### src/rtl/echo_capture.sv
// echo_capture: synchronised, glitch-filtered, ring-down-blanked ultrasonic time-of-flight capture
module echo_capture #(
    parameter int BLANK_CYC   = 50000,
    parameter int TIMEOUT_CYC = 3000000,
    parameter int FILT_LEN    = 8,
    parameter int CNT_W       = 32
) (
    input  logic             clk,
    input  logic             rst,
    input  logic             burst_start,
    input  logic             receive,
    output logic [CNT_W-1:0] tof,
    output logic             tof_valid,
    output logic             timeout,
    output logic             busy,
    output logic             echo_seen
);
    localparam int RW = $clog2(FILT_LEN + 1);
    typedef enum logic [1:0] {IDLE, BLANK, LISTEN} state_t;
    state_t state, state_n;
    logic s1, rx_s, filt_d, filt, qual, hit, expire;
    logic [RW-1:0] run;
    logic [CNT_W-1:0] cnt;
    assign filt   = run == RW'(FILT_LEN);
    assign qual   = filt & ~filt_d;
    assign busy   = state != IDLE;
    assign hit    = state == LISTEN && qual && !burst_start;
    assign expire = state == LISTEN && !qual && cnt == CNT_W'(TIMEOUT_CYC) && !burst_start;
    always_comb begin
        state_n = state;
        state_n = burst_start ? BLANK :
                  (state == BLANK && cnt == CNT_W'(BLANK_CYC - 1)) ? LISTEN :
                  (hit || expire) ? IDLE : state;
    end
    always_ff @(posedge clk) begin
        if (rst) begin
            s1        <= 1'b0;
            rx_s      <= 1'b0;
            run       <= '0;
            filt_d    <= 1'b0;
            state     <= IDLE;
            cnt       <= '0;
            tof       <= '0;
            tof_valid <= 1'b0;
            timeout   <= 1'b0;
            echo_seen <= 1'b0;
        end else begin
            s1        <= receive;
            rx_s      <= s1;
            run       <= !rx_s ? '0 : filt ? run : run + RW'(1);
            filt_d    <= filt;
            state     <= state_n;
            cnt       <= burst_start ? CNT_W'(1) : (busy && !(&cnt)) ? cnt + CNT_W'(1) : cnt;
            tof       <= hit ? cnt : tof;
            tof_valid <= hit;
            timeout   <= expire;
            echo_seen <= burst_start ? 1'b0 : hit ? 1'b1 : echo_seen;
        end
    end
endmodule

### config.mk
export PLATFORM = sky130hd
export DESIGN_NAME = echo_capture
export DESIGN_NICKNAME = d
export VERILOG_FILES = /design/src/rtl/echo_capture.sv
export SDC_FILE = /design/constraint.sdc
export NUM_CORES = 1
export LEC_CHECK = 0
export BUFFER_PORTS_ARGS = -buffer_cell sky130_fd_sc_hd__buf_2
export CAP_MARGIN = 25
export CORE_MARGIN = 2
export CORE_UTILIZATION = 50
export CTS_CLUSTER_SIZE = 20
export DETAILED_ROUTE_END_ITERATION = 8
export PLACE_DENSITY = 0.7
export SLEW_MARGIN = 5
export SYNTH_ARGS = -nofsm -noshare
export SYNTH_HDL_FRONTEND = slang
export SYNTH_SLANG_ARGS = --single-unit
### constraint.sdc
create_clock -name clk -period 2.2 [get_ports clk]
set_input_delay 0.22 -clock clk [delete_from_list [all_inputs] [get_ports clk]]
set_output_delay 0.22 -clock clk [all_outputs]
set_load 0.02 [all_outputs]
Word-level counts from Yosys, hierarchy flattened:

Cells that the tools add are included.

* add/subtract/negate cells: 2
* equal/unequal tests: 5
* muxes and demuxes: 5
* bitwise gates (word level): 3
* reductions and logical operators: 18

Operators by type and width (count)
* 32-bit by 1-bit adder with 32-bit output, second input constant: 1
* 32-bit by 16-bit equality test with 1-bit output, second input constant: 1
* 32-bit by 22-bit equality test with 1-bit output, second input constant: 1
* 32-bit AND reduction: 1
* 1-bit logical AND: 7
* 2-bit nonzero test: 3
* 4-bit by 1-bit adder with 4-bit output, second input constant: 1
* 4-bit equality test, second input constant: 1
* 2-bit 2-to-1 mux: 2
* 2-bit OR reduction: 2
* 1-bit logical NOT: 3
* 1-bit 2-to-1 mux: 3
* 3-bit nonzero test: 1
* 2-bit by 1-bit equality test with 1-bit output, second input constant: 1
* 2-bit equality test, second input constant: 1
* 1-bit NOT: 2
* 1-bit AND: 1
* 1-bit logical OR: 1

* flip-flop bits (word level): 76
* input port bits: 4
* output and inout port bits: 36
* logic and storage cells: 45

Depth between registers and ports, before layout:

* depth after elaboration: 10
* gate-level depth with buffers: 8
* mapped depth without buffers: 7

Worst setup path after synthesis:

No wires, ideal clock.

* kind: register to register
* start point: reg cnt[10]
* end point: reg cnt[19]
* library setup time: 0.132 ns
* data arrival time: 1.825 ns
* data required time: 2.068 ns
* setup slack: 0.243 ns
* cell stages (with the launch flop): 7
* period minus slack after synthesis: 1.957 ns
* cells stage by stage: dfxtp_1 -> nand4_4 -> or4_4 -> o31ai_4 -> buf_6 -> or3_1 -> a21oi_2

* word-level cells in the longest chain between the ends: 3

RTL lines
* start: declaration: RTL line 23 `logic [CNT_W-1:0] cnt;`
* start signal: assignment: RTL line 53 `cnt <= burst_start ? CNT_W'(1) : (busy && !(&cnt)) ? cnt + CNT_W'(1) : cnt;`
* parallel branches: the longest is 3 deep, another holds 32-bit by 1-bit adder with 32-bit output

Several ways; the timed one is not identified.
A chain may end at the register's enable or synchronous reset.

Worst setup path in the final report:

* start point: reg cnt[9]
* end point: reg cnt[3]

* word-level cells in the longest chain between the ends: 3

RTL lines (RTL line)
* 32-bit AND reduction: 53
* 1-bit logical NOT: 53
* 1-bit logical AND: 53

Every way passes these cells.

==> out/metrics.yaml <==
clock_latency_ns: 0.35
finClkSkew_ns: 0.00931
cp-end-kind: "flip-flop"
cts_tree: "done"
start_kind: "flip-flop"
place_hpwl_um: 5720
path_class: "reg2reg"
drt-wirelength-per-cell_um: 14.2
ant_nets: 0
grt_pass1_vias: 2824
grt_remaining_overflow: 0
start_util_pct: 52.2
synthArstFlopShare_pct: 0
min_period_ns: 2.10
crit_start: "cnt[9]"
setup_viol: 0
fillers: 567
arrival_ns: 2.33
synth_area_mm2: 0.00335
crit_fanout: 7
slowest_delay_ns: 0.62
status: "completed"
clockRootBuffer: "clkbuf_8"
syn_inst: 408
rsz0062_at_grt: "no"
ys_top_cells_by_area: "dfxtp_1 45%, nand2_1 9.5%, a21oi_1 7.9%"
synth_fp_nets: 416
first_pass_iters: 4
cp-endpoint: "cnt[3]"
drtIter0Drc: 217
io_pins: 40
cts_buffers: 9
finalPower_mw: 2.87
reg2regPathDepth: 6
path_buf_inv: 1
cts_hold_buf: 0
r2r_slack_ns: 0.10
synth_compound_area_share_pct: 17.9
grt_usage_pct: 22.6
core_mm2: 0.00642
clk_pin_slew_ns: 0.07
place_congestion: 0.915
slowest_stage: "or4_4"
fin_tns_setup_ns: 0
vias_per_cell: 5.52
relSlewSlack_pct: 63.8
io_buffers: 39
synth_ff_type: "dfxtp_1"
dieHeight_um: 85.9
syn_avg_cell_area_um2: 8.22
wirelength_um: 7890
synth_most_common_cell: "nand2_1"
worstPathRequired_ns: 2.43
ys_warn_count: 0
max_freq_mhz: 477
cts_sinks: 76
powerDensity_mw_per_mm2: 695
yosys.area_share.simple_pct: 29.3
layout.nets: 484
finalCritPeriodShare_pct: 95.3
critical-path-top-delay-family: "simple AND/OR/NAND/NOR gates"
seq_area_frac_synth_pct: 45.4
fin_cells: 557
grt_pass1_wl_um: 13100
vias: 3076
synthMuxAreaShare_pct: 0.298
synth_cell_types: 48
synth-edff-count: 0
antenna_found_initial: 0
cts-htree-levels: 3
yosys.area_share.xor_xnor_pct: 1.83
yosys_register_bits: 76
dp.cells: 541
worst_pin_slew_ns: 0.538
drc_errors: 0
area_growth_pct: 22.9
drive_above_1_share_pct: 24.4
cp_cell_sequence: "nand4_4, or4_4, o31ai_4, buf_4, or3_1, a21oi_2"
die_area_mm2: 0.00738
n_antenna_cell: 0
yosysTopAreaCellShare_pct: 45.4
p_leak_nw: 1.49
die_x_um: 85.9
holdCritPathClass: "in2reg"
rows: 29
stdcell_area_mm2: 0.00412
final_max_slew_viol_count: 0
reg2reg_to: "cnt[3]"
max-cap-violations: 0
peakVddDrop_mv: 0.408
synth_adder_area_share_pct: 1.49
grt_max_degree: 24
place_area_mm2: 0.00383
synth_top_family_by_area: "simple AND/OR/NAND/NOR gates"
timing.rr.start: "cnt[9]"
hold_viol_final: 0
synth.top_cells.by_count: "85 x nand2_1, 76 x dfxtp_1, 53 x a21oi_1"
yosysTopAreaCell: "dfxtp_1"
cts_max_path_buffers: 2
crit_cells: 6
state kept, by name (all words and copies together), names as in the netlist, 2 cells and up:
name and cells:
run 4, state 2, cnt 32, tof 32
worst min-delay path by stage:
stage | from | end | slack [ns] | cells past startpoint
after detailed placement | s1 | rx_s | 0.43 | 1
after floorplan | receive | s1 | 0.35 | 1
after CTS | receive | s1 | 0.08 | 2
after global routing | receive | s1 | 0.07 | 2
after global placement | s1 | rx_s | 0.42 | 1
final | receive | s1 | 0.09 | 2
metal layers:
layer	part of all wire, %	vias up	track usage, %
li1	-	1566	-
met1	47	1424	30.4
met2	47	71	35.0
met3	4.3	15	4.43
met4	2.0	0	10.1
met5	0	-	0
power by group:
| group | switching (mW) | internal [mW] |
|---|---|---|
| registers | 0.00344 | 1.38 |
| logic | 0.0495 | 0.0248 |
| clock network | 0.483 | 0.924 |
cell families (layout without fill, tap and decap cells):
family          Yosys count  after routing
compound gates           96             96
xor+xnor                  7              7
fa+ha+maj                 4              4
buf+inv                  32            104
flops                    76             76
mux                       1              1
simple gates            192            192
cell usage in the layout (no fill, tap or decap), types with 3 or more instances in the layout:
cell type  instances
a21oi_1           53
ha_1               4
dfxtp_1           76
nor3_1             4
xnor2_1            4
buf_2             39
o21ai_1            7
nand3_1           13
inv_1             15
o21ai_0            9
or4_1              6
o31ai_1            4
nand4_1            7
xor2_1             3
nor2_1            24
buf_4             35
bufinv_16          4
clkbuf_8          11
nor4_1             7
o21ai_2            4
or3_1             21
or2_2              3
a21oi_2            8
nand2_1           85
per-stage QoR:
stage	util [%]	setup slack (ns)	hold WS, ns
after global routing	64.2	0.00824	0.0705
after CTS	63.9	0.0604	0.0762
after detailed placement	59.7	0.0716	0.433
final	64.2	0.103	0.0860
after floorplan	-	0.243	0.348
after global placement	59.7	0.177	0.418
what timing repair did:
item	in CTS	in global routing
buffers inserted	0	1
setup endpoints to repair	0	5
resized for setup	0	1
final cells by class:
cell class / count / area [um2] / area share, %
clock buffers: 11 / 151 / 3.67
well taps: 77 / 96.3 / 2.34
flip-flops and latches: 76 / 1520 / 36.9
multi-input cells: 300 / 1720 / 41.7
inverters: 15 / 56.3 / 1.37
repair buffers: 74 / 458 / 11.1
clock inverters: 4 / 120 / 2.91
Note: power is estimated with default switching activity, not from simulation.
